## src/rtl/life_engine.sv

```systemverilog
// Game-of-Life generation engine: row-serial next-state sweep into a shadow
// buffer, then a single-cycle commit so the read port only ever shows whole generations.
//
// state  | meaning
// IDLE   | accepts load/clear, waits for step or run
// SWEEP  | one shadow row per clock, r = 0 .. HEIGHT-1
// COMMIT | shadow -> grid, update still/extinct/gen_count
module life_engine #(
   parameter int WIDTH  = 8,
   parameter int HEIGHT = 8,
   parameter int GEN_W  = 16,
   localparam int ROW_AW = $clog2(HEIGHT)
) (
   input  logic              ph1,
   input  logic              reset,
   input  logic              load_valid,
   output logic              load_ready,
   input  logic [ROW_AW-1:0] load_addr,
   input  logic [WIDTH-1:0]  load_data,
   input  logic              clear,
   input  logic              step,
   input  logic              run,
   input  logic              wrap_mode,
   input  logic [ROW_AW-1:0] rd_addr,
   output logic [WIDTH-1:0]  rd_data,
   output logic              busy,
   output logic              gen_done,
   output logic              still,
   output logic              extinct,
   output logic [GEN_W-1:0]  gen_count
);

   localparam logic [1:0] S_IDLE   = 2'd0;
   localparam logic [1:0] S_SWEEP  = 2'd1;
   localparam logic [1:0] S_COMMIT = 2'd2;

   logic [1:0]        state;
   logic [ROW_AW-1:0] r;
   logic              wrap_q;
   logic              run_halted;
   logic [WIDTH-1:0]  grid   [HEIGHT];
   logic [WIDTH-1:0]  shadow [HEIGHT];

   logic [WIDTH-1:0]  row_up, row_mid, row_dn, row_next;
   logic [WIDTH-1:0]  nb [8];
   logic [3:0]        sum;
   logic              still_n, extinct_n;

   // Bit c of the result is the neighbour at column c-1 / c+1 of the source row.
   function automatic logic [WIDTH-1:0] west_of(input logic [WIDTH-1:0] row, input logic w);
      return {row[WIDTH-2:0], w & row[WIDTH-1]};
   endfunction

   function automatic logic [WIDTH-1:0] east_of(input logic [WIDTH-1:0] row, input logic w);
      return {w & row[0], row[WIDTH-1:1]};
   endfunction

   always_comb begin
      row_mid = grid[r];
      row_up  = '0;
      row_dn  = '0;
      if (r != '0)                       row_up = grid[r - ROW_AW'(1)];
      else if (wrap_q)                   row_up = grid[HEIGHT-1];
      if (r != ROW_AW'(HEIGHT-1))        row_dn = grid[r + ROW_AW'(1)];
      else if (wrap_q)                   row_dn = grid[0];

      nb[0] = west_of(row_up, wrap_q);
      nb[1] = row_up;
      nb[2] = east_of(row_up, wrap_q);
      nb[3] = west_of(row_mid, wrap_q);
      nb[4] = east_of(row_mid, wrap_q);
      nb[5] = west_of(row_dn, wrap_q);
      nb[6] = row_dn;
      nb[7] = east_of(row_dn, wrap_q);

      row_next = '0;
      sum      = '0;
      for (int c = 0; c < WIDTH; c++) begin
         sum = '0;
         for (int k = 0; k < 8; k++) sum = sum + {3'b000, nb[k][c]};
         row_next[c] = (sum == 4'd3) | (row_mid[c] & (sum == 4'd2));
      end
   end

   always_comb begin
      still_n   = 1'b1;
      extinct_n = 1'b1;
      for (int i = 0; i < HEIGHT; i++) begin
         if (shadow[i] != grid[i]) still_n   = 1'b0;
         if (shadow[i] != '0)      extinct_n = 1'b0;
      end
   end

   assign load_ready = (state == S_IDLE);
   assign busy       = (state != S_IDLE);
   assign rd_data    = (int'(rd_addr) < HEIGHT) ? grid[rd_addr] : '0;

   always_ff @(posedge ph1) begin
      gen_done <= 1'b0;
      if (reset) begin
         state      <= S_IDLE;
         r          <= '0;
         wrap_q     <= 1'b0;
         run_halted <= 1'b0;
         gen_count  <= '0;
         still      <= 1'b0;
         extinct    <= 1'b0;
         for (int i = 0; i < HEIGHT; i++) begin
            grid[i]   <= '0;
            shadow[i] <= '0;
         end
      end else begin
         // A run that auto-halted stays halted until run drops or the grid is reloaded.
         if (!run) run_halted <= 1'b0;
         case (state)
            S_IDLE: begin
               if (clear) begin
                  for (int i = 0; i < HEIGHT; i++) grid[i] <= '0;
                  gen_count  <= '0;
                  still      <= 1'b0;
                  extinct    <= 1'b0;
                  run_halted <= 1'b0;
               end else if (load_valid) begin
                  if (int'(load_addr) < HEIGHT) grid[load_addr] <= load_data;
                  gen_count  <= '0;
                  still      <= 1'b0;
                  extinct    <= 1'b0;
                  run_halted <= 1'b0;
               end else if (step || (run && !run_halted)) begin
                  wrap_q <= wrap_mode;
                  r      <= '0;
                  state  <= S_SWEEP;
               end
            end
            S_SWEEP: begin
               shadow[r] <= row_next;
               if (r == ROW_AW'(HEIGHT-1)) state <= S_COMMIT;
               else                        r     <= r + ROW_AW'(1);
            end
            S_COMMIT: begin
               for (int i = 0; i < HEIGHT; i++) grid[i] <= shadow[i];
               still     <= still_n;
               extinct   <= extinct_n;
               gen_count <= gen_count + GEN_W'(1);
               gen_done  <= 1'b1;
               if (run && !still_n && !extinct_n) begin
                  wrap_q <= wrap_mode;
                  r      <= '0;
                  state  <= S_SWEEP;
               end else begin
                  run_halted <= run;
                  state      <= S_IDLE;
               end
            end
            default: state <= S_IDLE;
         endcase
      end
   end

endmodule

```

## config.mk

```make
export PLATFORM = sky130hd
export DESIGN_NAME = life_engine
export DESIGN_NICKNAME = d
export VERILOG_FILES = /design/src/rtl/life_engine.sv
export SDC_FILE = /design/constraint.sdc
export NUM_CORES = 1
export LEC_CHECK = 0
export ABC_AREA = 1
export CAP_MARGIN = 5
export CORE_ASPECT_RATIO = 0.8
export CORE_MARGIN = 1
export CORE_UTILIZATION = 60
export CTS_CLUSTER_DIAMETER = 60
export DETAILED_ROUTE_END_ITERATION = 7
export GPL_TIMING_DRIVEN = 0
export PLACE_DENSITY = 0.76
export RECOVER_POWER = 50
export SLEW_MARGIN = 20
export SYNTH_ARGS = -nofsm -noshare
export SYNTH_HDL_FRONTEND = slang
export SYNTH_SLANG_ARGS = --single-unit
export TNS_END_PERCENT = 5
```

## constraint.sdc

```tcl
create_clock -name ph1 -period 5.51 [get_ports ph1]
set_input_delay 0.8265 -clock ph1 [delete_from_list [all_inputs] [get_ports ph1]]
set_output_delay 0.8265 -clock ph1 [all_outputs]
set_load 0.01 [all_outputs]
```

# Word level (Yosys, flattened, before mapping)
# Memories as Yosys holds them, arrays and structs flattened. A register that Yosys moved wholly into a read port is not among the register bits.
# Cells that the tools add are included.
dict set report op_classes {
  reduce_logical 26
  eq_ne 35
  bitwise_logic 38
  add_sub_neg 59
  mux 90
}
# cell n
set ops {}
lappend ops {{$mux 8} 22}
lappend ops {{$add 4x1->4} 32}
lappend ops {{$eq 4x2->1 const B} 16}
lappend ops {{$ne 8x8->1} 8}
lappend ops {{$reduce_bool 8->1} 8}
lappend ops {{$mux 1} 46}
lappend ops {{$add 3x1->4} 8}
lappend ops {{$mux 16} 2}
lappend ops {{$pmux 16 s2} 1}
lappend ops {{$mux 3} 9}
lappend ops {{$add 2x1->3} 8}
lappend ops {{$or 1x1->1} 24}
lappend ops {{$add 1x1->2} 8}
lappend ops {{$add 16x1->16 const B} 1}
lappend ops {{$reduce_or 8->1} 2}
lappend ops {{$and 1x1->1} 14}
lappend ops {{$ne 2x2->1 const B} 5}
lappend ops {{$pmux 3 s3} 1}
lappend ops {{$mux 2} 4}
lappend ops {{$pmux 1 s2} 4}
lappend ops {{$pmux 2 s3} 1}
lappend ops {{$reduce_and 6->1} 1}
lappend ops {{$reduce_bool 3->1} 2}
lappend ops {{$reduce_and 5->1} 1}
lappend ops {{other kinds (15)} 20}
dict set report word_totals {
  mem_bits_rw 128
  regBits 26
  memories 2
}
# name words width read_ports rd_ports_with_merged_regs wr line
set mem_list {}
lappend mem_list {grid 8 8 12 1 8 41} ;# logic [WIDTH-1:0] grid [HEIGHT];
lappend mem_list {shadow 8 8 8 0 8 42} ;# logic [WIDTH-1:0] shadow [HEIGHT];

# Depth between registers and ports, before layout
# Gate-level depths: netlist of the first run.
# An unclocked memory read counts as a cell.
dict set report logic_depth {
  depth_word 17
  ltp_mapped 24
}

# Least setup slack after synthesis of the first run
# OpenSTA, ideal clock, no wires.
dict set report synth_path {
  kind {register to register}
  startpoint {register r[0]}
  endpoint {memory shadow[1][0], data pin}
  stages_incl_launch_ff 24
  t_arrival_ns 4.814
  n_path_buf 4
  setup_time_ns 0.140
  period_less_slack_ns 4.953
  required_ns 5.370
  path_slack_ns 0.557
  cell_sequence {dfxtp_1 > buf_2 > inv_1 > buf_2 > ha_1 > clkbuf_1 > inv_1 > clkbuf_1 > nand2_1 > nand3_1 > nand2_1 > a21oi_1 > inv_1 > fa_1 > inv_1 > fa_1 > inv_1 > fa_1 > ha_1 > fa_1 > o21ai_0 > a21oi_1 > o21ai_2 > nor2_1}
}
# item line
set synth_lines {}
lappend synth_lines {{from (decl)} 38} ;# logic [ROW_AW-1:0] r;
lappend synth_lines {{from (signal assigned)} 138} ;# else r <= r + ROW_AW'(1);
lappend synth_lines {{to (decl)} 42}

==> key figures, run 1 <==
Layout
  • Final Core Density: a little over 70%
  • Fin nets: 1624
  • Area Growth Syn to Fin: 14.2%
  • Most frequent cells in the layout: 400 x nand2_1, 220 x inv_1, 165 x nor2_1, 128 x edfxtp_1, 118 x o21ai_0
  • Commonest non-fill, non-tap cell in the layout: nand2_1
  • Layout cell share with drive strength beyond 1: about 6.6%

Yosys
  • Mapped Cells: around 1.5k
  • Post-synth EDFFs: between 100 and 150
  • #FFs+latches synth: 157
  • Mapped Area: about 11000 µm²
  • Syn_nets: ~1.6k
  • Synth top area share: about a third
  • Synth Flop Type: edfxtp_1
  • Async set or reset register ratio after synthesis: 0%
  • Synth area leaders: edfxtp_1 35%, nand2_1 14%, inv_1 7.5%
  • Synth area leader: edfxtp_1
  • Ys Warns: 0
  • Synth Area per Inst: ~7.5 µm²
  • Unique masters post-synth: 43
  • Register area share after synthesis: between 40% and 50%

Critical path
  • Worst-path cell chain: clkbuf_4 > inv_1 > buf_4 > ha_2 > inv_1 > buf_4 > nand2_1 > nand3_1 > nand2_1 > a21oi_2 > fa_1 > inv_1 > fa_1 > fa_1 > ha_1 > fa_1 > o2111ai_4 > nor2_1
  • CP Launch Type: register
  • CP Buf/Inv Count: 6
  • CP max-delay cell: fa_1
  • Register-to-Register Path Depth: 18
  • Reg2Reg Setup Slack: around 0.18 ns
  • Cell mode on critical path: fa_1
  • Worst Setup End Kind: register
  • Worst Path Required: slightly below 6 ns
  • Worst-path maximum fanout: 11
  • Worst reg2reg endpoint: shadow[5][6]
  • WP data arrival: 5.62 ns
  • FF-to-FF Start: r[0]
  • Crit path kind: register to register
  • CP delay by family, top: adder cells
  • Slowest stage delay, CP: 0.54 ns

Global route
  • Total track usage: 44.3%
  • Largest net degree at the start of global routing: 19
  • Number of global-route vias before repair: between 10k and 15k
  • First-pass GRT wire length: between 60000 and 70000 µm
  • Total gr overflow: 0
  • Initial antenna violation count: 0

STA
  • Endpoints failing hold: 0
  • Slew HR: -11.7%
  • Fmax achieved: between 0.15 and 0.2 GHz
  • Final worst path period share: between 90 and 100%
  • Final TNS setup: 0 ns
  • Setup violations, final: 0
  • Worst-Margin Slew: 1.66 ns
  • Tmin final: 5.33 ns
  • Worst Clk Skew: between 0.015 and 0.02 ns
  • RSZ-0062 raised after global routing: true
  • Slew Limit Fails: 8

Worst hold path
  • Hold Path End: gen_count[2]
  • Hold Startpoint: gen_count[2]
  • Worst Hold Depth: 2
  • Worst Hold Class: register to register

Floorplan
  • Placement Rows: between 40 and 50
  • Die Wd: 154 µm
  • Ports: 50
  • Core outline area: 17600 µm²
  • Die Area: about 19000 µm²
  • Initial Util: a little over three fifths
  • Die Y: ~120 µm

Detailed routing
  • Drt pass-1 iters: 6
  • Vias post-DR: between 10k and 15k
  • Post-DRT Antenna Nets: 0
  • Wirelength, routed: 40900 µm
  • Post-route DRC: 0
  • Vias per std cell: between 6 and 7
  • Drt wl/cell: 23.0 µm
  • Starting DRT DRC Count: around 1.7k

Placement
  • Final HPWL DP: 30700 µm
  • PortBufs: 47
  • RePlAce Congestion: ~1.1

Clocking
  • Total CTS buffers: 17
  • Clock-pin slew on the worst setup and hold paths: approximately 0.07 ns
  • Cts hold-fix bufs: 0
  • CTS tree: built
  • Later-pin clock latency in the skew report: around 0.45 ns
  • Root Driver: clkbuf_16
  • Clock Sinks: roughly 160
  • H-tree depth: 4
  • Clock Path Buffers: 2

Power
  • LEAKAGE: between 0.005 and 0.006 µW
  • Sw Ratio: between 40% and 50%
  • Logic pwr share: 51.2%
  • Share of power burned in registers: 26.1%
  • Worst VDD drop: 0.000547 V
  • Net switching power: roughly 2400 µW
  • Total Power: approximately 5400 µW
  • Internal power: a little under 3000 µW
  • Power Density: about 430 nW/µm²
  • Clock Power Share: 22.6%

Job
  • Max-Cap Viols: 1

Outcome
  • Outcome: complete, but fails checks
  • Failing checks: capacitance limit, slew limit
worst max-delay path by stage:
stage / start / endpoint / slack (ns) / cells past startpoint
2_1_floorplan: r[0] / shadow[1][0] / 0.56 / 23
3_3_place_gp: r[0] / shadow[5][5] / -0.52 / 20
3_5_place_dp: r[0] / shadow[1][5] / -0.62 / 20
4_1_cts: r[0] / shadow[1][0] / 0.007 / 22
5_1_grt: r[0] / shadow[4][0] / -0.07 / 22
6_report: r[0] / shadow[5][6] / 0.18 / 18
per-stage QoR:
step	hold slack, ns	instances	setup slack [ns]	area (µm²)
floorplan	0.488	1468	0.557	11000
global placement	0.464	1740	-0.519	11800
detailed placement	0.470	1741	-0.624	11800
CTS	0.482	1773	0.00725	12600
global route	0.501	1780	-0.0745	12600
finish	0.480	1781	0.176	12600
per-layer routing:
metal | GRT usage, % | share of wire (%) | up-vias
li1 | - | - | 4999
met3 | 15.9 | 17 | 141
met2 | 66.1 | 42 | 859
met4 | 18.3 | 4.1 | 0
met5 | 0 | 0 | -
met1 | 58.8 | 37 | 5150
worst min-delay path, stage by stage, from the launching register on:
cell,delay [ns]
dfxtp_1,0.33
inv_1,0.06
a21oi_1,0.05
logic make-up (layout without fill, tap and decap cells):
| kind of cell | count (synthesis) | count (layout) | synth area share, % |
|---|---|---|---|
| AO/OA/AOI/OAI | 309 | 309 | 16.0 |
| buffers and inverters | 275 | 362 | 9.56 |
| flip-flops | 157 | 157 | 40.1 |
| adder cells (fa/ha/maj) | 61 | 61 | 9.08 |
| XOR/XNOR | 10 | 10 | 0.861 |
| AND/OR/NAND/NOR | 656 | 656 | 24.5 |
| other | 0 | 1 | 0 |
power groups by stage:
stage | Sequential, µW | Combinational, µW | Clock, µW
2_1_floorplan | 1390 | 1250 | 0
3_3_place_gp | 1420 | 2030 | 0
3_5_place_dp | 1420 | 2110 | 0
4_1_cts | 1400 | 2330 | 1210
5_1_grt | 1410 | 2880 | 1250
6_report | 1400 | 2750 | 1210
cells in the mapped netlist, types with 9 or more instances:
| cell type | number |
|---|---|
| buf_2 | 13 |
| ha_1 | 29 |
| nand4_1 | 15 |
| a21oi_1 | 82 |
| edfxtp_1 | 128 |
| nand2_1 | 398 |
| nand3_1 | 38 |
| clkbuf_1 | 28 |
| inv_1 | 220 |
| xor2_1 | 9 |
| o21ai_0 | 117 |
| nor3_1 | 14 |
| dfxtp_1 | 29 |
| o22ai_1 | 64 |
| nor2_1 | 161 |
| a221oi_1 | 9 |
| fa_1 | 32 |
| nand2_2 | 12 |
| a31oi_1 | 10 |
flip-flops by register name, summed over array words and instances (netlist names), named ones only:
register	cells
gen_done	1
run_halted	1
wrap_q	1
still	1
grid	64
state	2
extinct	1
shadow	64
gen_count	16
r	3
cell type report:
| type | instances | area, µm² |
|---|---|---|
| Inverter | 229 | 860 |
| Timing Repair Buffer | 57 | 596 |
| Clock inverter | 14 | 169 |
| Fill cell | 1434 | 5030 |
| Sequential cell | 157 | 4420 |
| Antenna cell | 1 | 2.50 |
| Tap cell | 225 | 282 |
| Multi-Input combinational cell | 1036 | 5620 |
| Buffer | 44 | 213 |
| Clock buffer | 18 | 450 |
what timing repair did:
item	CTS	global route
setup buffers	0	9
resized for setup	26	14
endpoints found under the setup margin	64	64
pin swaps	0	5
(Power assumes the default switching activity.)
==> run 2: changes to the inputs <==
CORE_MARGIN = 10   (was 1)
GPL_TIMING_DRIVEN = default   (was 0)
==> key figures, run 2 (synthesized netlist as in run 1, its figures left out) <==
Outcome
  • Outcome: complete, but fails checks
  • Failing checks: DRC, capacitance limit, slew limit

Layout
  • # fillers: 1573 (+9.7%)
  • Most frequent cells in the layout: 399 x nand2_1, 220 x inv_1, 166 x nor2_1, 128 x edfxtp_1, 117 x o21ai_0
  • Layout cell share with drive strength beyond 1: 5.01% (-1.5 points)
  • Final Non-Filler Cells: 1747 (-1.9%)
  • Fin nets: 1586 (-2.3%)
  • Area Growth Syn to Fin: 11.5%
  • Area occupied by multi-input gates: 5520 µm² (-1.8%)
  • Register area: 4420 µm² (unchanged)
  • Biggest regs: grid x64, shadow x64, gen_count x16
  • Design Area, Final: 12300 µm² (-2.4%)
  • Number of diodes: 0 (-1)
  • Commonest non-fill, non-tap cell in the layout: nand2_1

Placement
  • RePlAce Congestion: 1.01 (-4.7%)
  • Final HPWL DP: 28400 µm (-7.7%)
  • Placed cells: 1715 (-1.5%)
  • PortBufs: 49 (+4.3%)
  • Area of placed instances: 11700 µm² (-0.55%)

Clocking
  • H-tree depth: 4 (unchanged)
  • Total CTS buffers: 17 (unchanged)
  • Clock Sinks: 157 (unchanged)
  • Later-pin clock latency in the skew report: 0.45 ns (about the same)
  • CTS tree: built
  • Cts hold-fix bufs: 0 (unchanged)
  • Clock Path Buffers: 2 (unchanged)
  • Root Driver: clkbuf_16
  • Clock-pin slew on the worst setup and hold paths: 0.08 ns (about the same)

Floorplan
  • Initial Util: 61.0% (-1.6 points)
  • Die Y: 141 µm (+15%)
  • Placement Rows: 44 (+2.3%)
  • Core outline area: 18100 µm² (+2.6%)
  • Die Area: 24300 µm² (+28%)
  • Die Wd: 172 µm (+12%)
  • Ports: 50 (unchanged)

Critical path
  • Crit path kind: register to register
  • CP Launch Type: register
  • FF-to-FF Start: r[0]
  • WP data arrival: 5.58 ns (-0.04 ns)
  • CP Buf/Inv Count: 4 (-2)
  • Cell mode on critical path: fa_1
  • Worst reg2reg endpoint: shadow[4][1]
  • CP max-delay cell: fa_1
  • CP delay by family, top: adder cells
  • Register-to-Register Path Depth: 16 (-2)
  • Reg2Reg Setup Slack: 0.21 ns (+0.04 ns)
  • Worst Path Required: 5.79 ns (about the same)
  • Slowest stage delay, CP: 0.52 ns (-0.02 ns)
  • Worst Setup End Kind: register
  • Worst-path cell chain: inv_1 > ha_1 > buf_4 > o21ai_0 > o221ai_1 > o21ai_0 > inv_1 > fa_1 > fa_1 > inv_1 > fa_1 > ha_1 > fa_1 > o21ai_0 > o211ai_2 > nor2_1
  • Worst-path maximum fanout: 33 (+22)

Job
  • Max-Cap Viols: 2 (+1)

STA
  • Min Hold Slack: 0.477 ns (-0.00261 ns)
  • Worst-Margin Slew: 2.47 ns (+0.806 ns)
  • Fmax achieved: 0.189 GHz (+0.69%)
  • Slew HR: -65.2% (-54 points)
  • Setup violations, final: 0 (unchanged)
  • Slew Limit Fails: 73 (+65)
  • Final worst path period share: 96.1% (-0.67 points)
  • Worst Clk Skew: 0.0114 ns (-0.00766 ns)
  • Endpoints failing hold: 0 (unchanged)
  • Tmin final: 5.30 ns (-0.0368 ns)

Global route
  • Total track usage: 31.3% (-13 points)
  • Number of global-route vias before repair: 9885 (-3.4%)
  • Initial antenna violation count: 0 (unchanged)
  • First-pass GRT wire length: 57400 µm (-4.5%)
  • Largest net degree at the start of global routing: 65 (+46)
  • Total gr overflow: 0 (unchanged)

Detailed routing
  • Wirelength, routed: 37800 µm (-7.6%)
  • Post-route DRC: 2 (+2)
  • Vias per std cell: 6.16 (-1.6%)
  • Vias post-DR: 10.8k (-3.4%)
  • Drt wl/cell: 21.6 µm (-5.8%)
  • Starting DRT DRC Count: 1805 (+5.6%)
  • Post-DRT Antenna Nets: 0 (unchanged)
  • Drt pass-1 iters: 8 (+2)

Worst hold path
  • Worst Hold Class: register to register
  • Hold Path End: gen_count[2]
  • Hold Startpoint: gen_count[2]
  • Worst Hold Depth: 2 (unchanged)

Power
  • LEAKAGE: 0.00542 µW (-2.1%)
  • Worst VDD drop: 0.000416 V (-24%)
  • Power Density: 391 nW/µm² (-8.1%)
## run 2: cell types whose count changed in the layout (fill, tap and decap cells not counted), moves of 3 or more
| cell | delta |
|---|---|
| a21oi_1 | +7 |
| a21oi_2 | -6 |
| buf_12 | -3 |
| buf_2 | -12 |
| clkbuf_1 | -20 |
| clkbuf_4 | -3 |
## run 2: stage by stage
stage	util [%]	total power [µW]	setup TNS (ns)	setup WS [ns]
floorplan	-	2650	0	0.557
global placement	64.8	3410	0	0.460
detailed placement	64.8	3470	0	0.337
CTS	68.2	4680	0	0.314
global route	68.0	5020	-0.101	-0.0342
finish	68.0	4820	0	0.213
## run 2: power by group
| group | switching (µW) | internal (µW) |
|---|---|---|
| clock network | 615 | 619 |
| logic | 1550 | 639 |
| registers | 58.9 | 1340 |
| total | 2220 | 2600 |
## run 2: timing repair
item,CTS,global route
resized for setup,0,5
setup endpoints to repair,0,26
setup buffers,0,0
## run 2: cell type report
class,instances,area share [%]
Sequential cell,157,35.9
Clock buffer,17,3.45
Timing Repair Buffer,63,4.94
Tap cell,230,2.34
Inverter,229,6.99
Clock inverter,15,1.53
Multi-Input combinational cell,1036,44.8
## run 2: worst max path at each step
stage                     startpoint      endpoint  cells past startpoint
final                           r[0]  shadow[4][1]                     16
after global routing            r[0]  shadow[4][1]                     16
after CTS                       r[0]  shadow[1][3]                     16
after detailed placement        r[0]  shadow[3][0]                     20
after global placement          r[0]  shadow[5][3]                     16
after floorplan                 r[0]  shadow[1][0]                     23
## run 2: layer usage
metal	GRT usage (%)	vias to the layer above	wire [µm]
li1	-	4929	-
met1	43.2	4932	14900
met2	45.2	773	16400
met3	7.98	132	4970
met4	13.9	0	1590
met5	0	-	0
## run 2: tightest hold or removal path, delay by kind of cell (launching register included)
kind                   cells  cell delay, ns
AO/OA/AOI/OAI              1            0.05
buffers and inverters      1            0.06
flip-flops                 1            0.34
==> run 3: changes to the inputs <==
CORE_MARGIN = 1   (was 10)
==> key figures, run 3 (synthesized netlist as in run 1, its figures left out) <==
Detailed routing
  • M1 WL: 14300 µm (-3.7%)
  • Vias per std cell: 6.25 (+1.5%)
  • Starting DRT DRC Count: 1892 (+4.8%)
  • Metal2 WL: 16400 µm (about the same)
  • Vias post-DR: 11.0k (+2.1%)
  • DR WL met3: 5890 µm (+19%)
  • Post-route DRC: 0 (-2)
  • Drt wl/cell: 21.8 µm (+0.94%)
  • Highest routed metal layer: met4
  • Wirelength, routed: 38400 µm (+1.5%)
  • Drt pass-1 iters: 7 (-1)
  • Post-DRT Antenna Nets: 0 (unchanged)

Critical path
  • WP data arrival: 5.54 ns (-0.04 ns)
  • FF-to-FF Start: r[1]
  • Worst-path maximum fanout: 12 (-64%)
  • CP Launch Type: register
  • Worst Setup End Kind: register
  • Reg2Reg Setup Slack: 0.25 ns (+0.04 ns)
  • Worst reg2reg endpoint: shadow[5][7]
  • Worst Path Required: 5.80 ns (about the same)
  • Register-to-Register Path Depth: 18 (+2)
  • Crit path kind: register to register

Layout
  • Area Growth Syn to Fin: 11.9%
  • Final Non-Filler Cells: 1757 (+0.57%)
  • Biggest regs: grid x64, shadow x64, gen_count x16
  • Commonest non-fill, non-tap cell in the layout: nand2_1
  • Final Core Density: 70.1% (+2.1 points)
  • Fin nets: 1600 (+0.88%)
  • Layout cell share with drive strength beyond 1: 5.62% (+0.61 points)
  • # fillers: 1455 (-7.5%)
  • Most frequent cells in the layout: 399 x nand2_1, 220 x inv_1, 165 x nor2_1, 128 x edfxtp_1, 117 x o21ai_0

Worst hold path
  • Hold Path End: gen_count[2]
  • Worst Hold Class: register to register
  • Worst Hold Depth: 2 (unchanged)
  • Hold Startpoint: gen_count[2]

Placement
  • Final HPWL DP: 28500 µm (+0.66%)
  • Placed cells: 1724 (+0.52%)
  • PortBufs: 49 (unchanged)
  • RePlAce Congestion: 1.05 (+3.2%)

Floorplan
  • Ports: 50 (unchanged)
  • Die Area: 19000 µm² (-22%)
  • Placement Rows: 43 (-2.3%)
  • Initial Util: 62.6% (+1.6 points)
  • Die Y: 123 µm (-13%)
  • Core outline area: 17600 µm² (-2.6%)
  • Die Wd: 154 µm (-10%)

STA
  • Worst-Margin Slew: 3.21 ns (+0.748 ns)
  • Fmax achieved: 0.190 GHz (+0.78%)
  • Slew Limit Fails: 73 (unchanged)
  • Final TNS setup: 0 ns (unchanged)
  • Slew HR: -114% (-49 points)
  • Worst Clk Skew: 0.0143 ns (+0.00288 ns)
  • Final worst path period share: 95.4% (-0.74 points)
  • Endpoints failing hold: 0 (unchanged)
  • RSZ-0062 raised after global routing: false
  • Tmin final: 5.26 ns (-0.0408 ns)
  • Setup violations, final: 0 (unchanged)
  • Min Hold Slack: 0.475 ns (-0.00207 ns)

Global route
  • Total track usage: 41.2% (+9.9 points)
  • Total gr overflow: 0 (unchanged)
  • Number of global-route vias before repair: 9969 (+0.85%)
  • Initial antenna violation count: 0 (unchanged)
  • Largest net degree at the start of global routing: 65 (unchanged)
  • First-pass GRT wire length: 57200 µm (-0.43%)

Power
  • Power Density: 390 nW/µm² (-0.30%)
  • Worst VDD drop: 0.000358 V (-14%)
  • Total Power: 4820 µW (+0.10%)
  • LEAKAGE: 0.00548 µW (+1.1%)

Outcome
  • Outcome: complete, but fails checks
  • Failing checks: capacitance limit, slew limit

Clocking
  • H-tree depth: 4 (unchanged)
  • Cts hold-fix bufs: 0 (unchanged)
  • Postcts setup bufs: 0 (unchanged)
  • CTS tree: built
  • Clock Path Buffers: 2 (unchanged)
  • Total CTS buffers: 17 (unchanged)
  • Root Driver: clkbuf_16
  • Clock Sinks: 157 (unchanged)
  • Clock-pin slew on the worst setup and hold paths: 0.08 ns (about the same)
  • Later-pin clock latency in the skew report: 0.44 ns (about the same)
  • Cts repair resizes: 0 (unchanged)

Job
  • Max-Cap Viols: 2 (unchanged)
[run 3: cell count changes in the layout (fill, tap and decap cells not counted), sizes merged]
cell	delta
diode	+1
inv	+2
clkinv	-1
clkbuf	+1
clkinvlp	-1
buf	+13
[run 3: worst max-delay path: stages, from the launching register on]
cell     delay, ns
dfxtp_1       0.48
inv_1         0.13
ha_1          0.30
inv_1         0.28
buf_4         0.26
nand2_1       0.08
nand3_1       0.13
nand2_1       0.06
a21oi_1       0.41
fa_1          0.52
fa_1          0.56
inv_1         0.05
fa_1          0.46
ha_1          0.24
fa_1          0.50
o21ai_0       0.07
a21oi_1       0.16
o21ai_2       0.23
nor2_1        0.19
[run 3: per-stage QoR]
stage | worst slack [ns] | area, µm²
global route | 0.0306 | 12400
CTS | 0.334 | 12400
global placement | 0.450 | 11800
finish | 0.254 | 12400
detailed placement | 0.383 | 11800
floorplan | 0.557 | 11000
[run 3: power by group]
group / switching, µW / leakage (µW) / total (µW) / internal, µW
registers: 57.9 / 0.00160 / 1400 / 1340
logic: 1540 / 0.00358 / 2200 / 666
clock network: 601 / 0.000299 / 1220 / 623
[run 3: worst max-delay path by stage]
stage / start / endpoint / slack, ns / depth (start not counted)
after floorplan: r[0] / shadow[1][0] / 0.56 / 23
after global placement: r[1] / shadow[2][3] / 0.45 / 21
after detailed placement: r[1] / shadow[1][3] / 0.38 / 21
after CTS: r[1] / shadow[0][0] / 0.33 / 19
after global routing: r[1] / shadow[7][7] / 0.03 / 18
final: r[1] / shadow[5][7] / 0.25 / 18
[run 3: area by class of cell]
class | instances | area [µm²] | share of cell area (%)
well taps | 225 | 282 | 2.28
clock buffers | 17 | 425 | 3.44
diodes | 1 | 2.50 | 0.0202
multi-input cells | 1036 | 5490 | 44.4
inverters | 229 | 860 | 6.95
repair buffers | 77 | 697 | 5.64
flip-flops and latches | 157 | 4420 | 35.8
clock inverters | 15 | 186 | 1.51
[run 3: metal layers]
layer / track usage [%] / vias to the layer above
met4: 18.9 / 0
met5: 0 / -
met2: 63.0 / 843
li1: - / 4948
met1: 54.7 / 5058
met3: 11.7 / 140
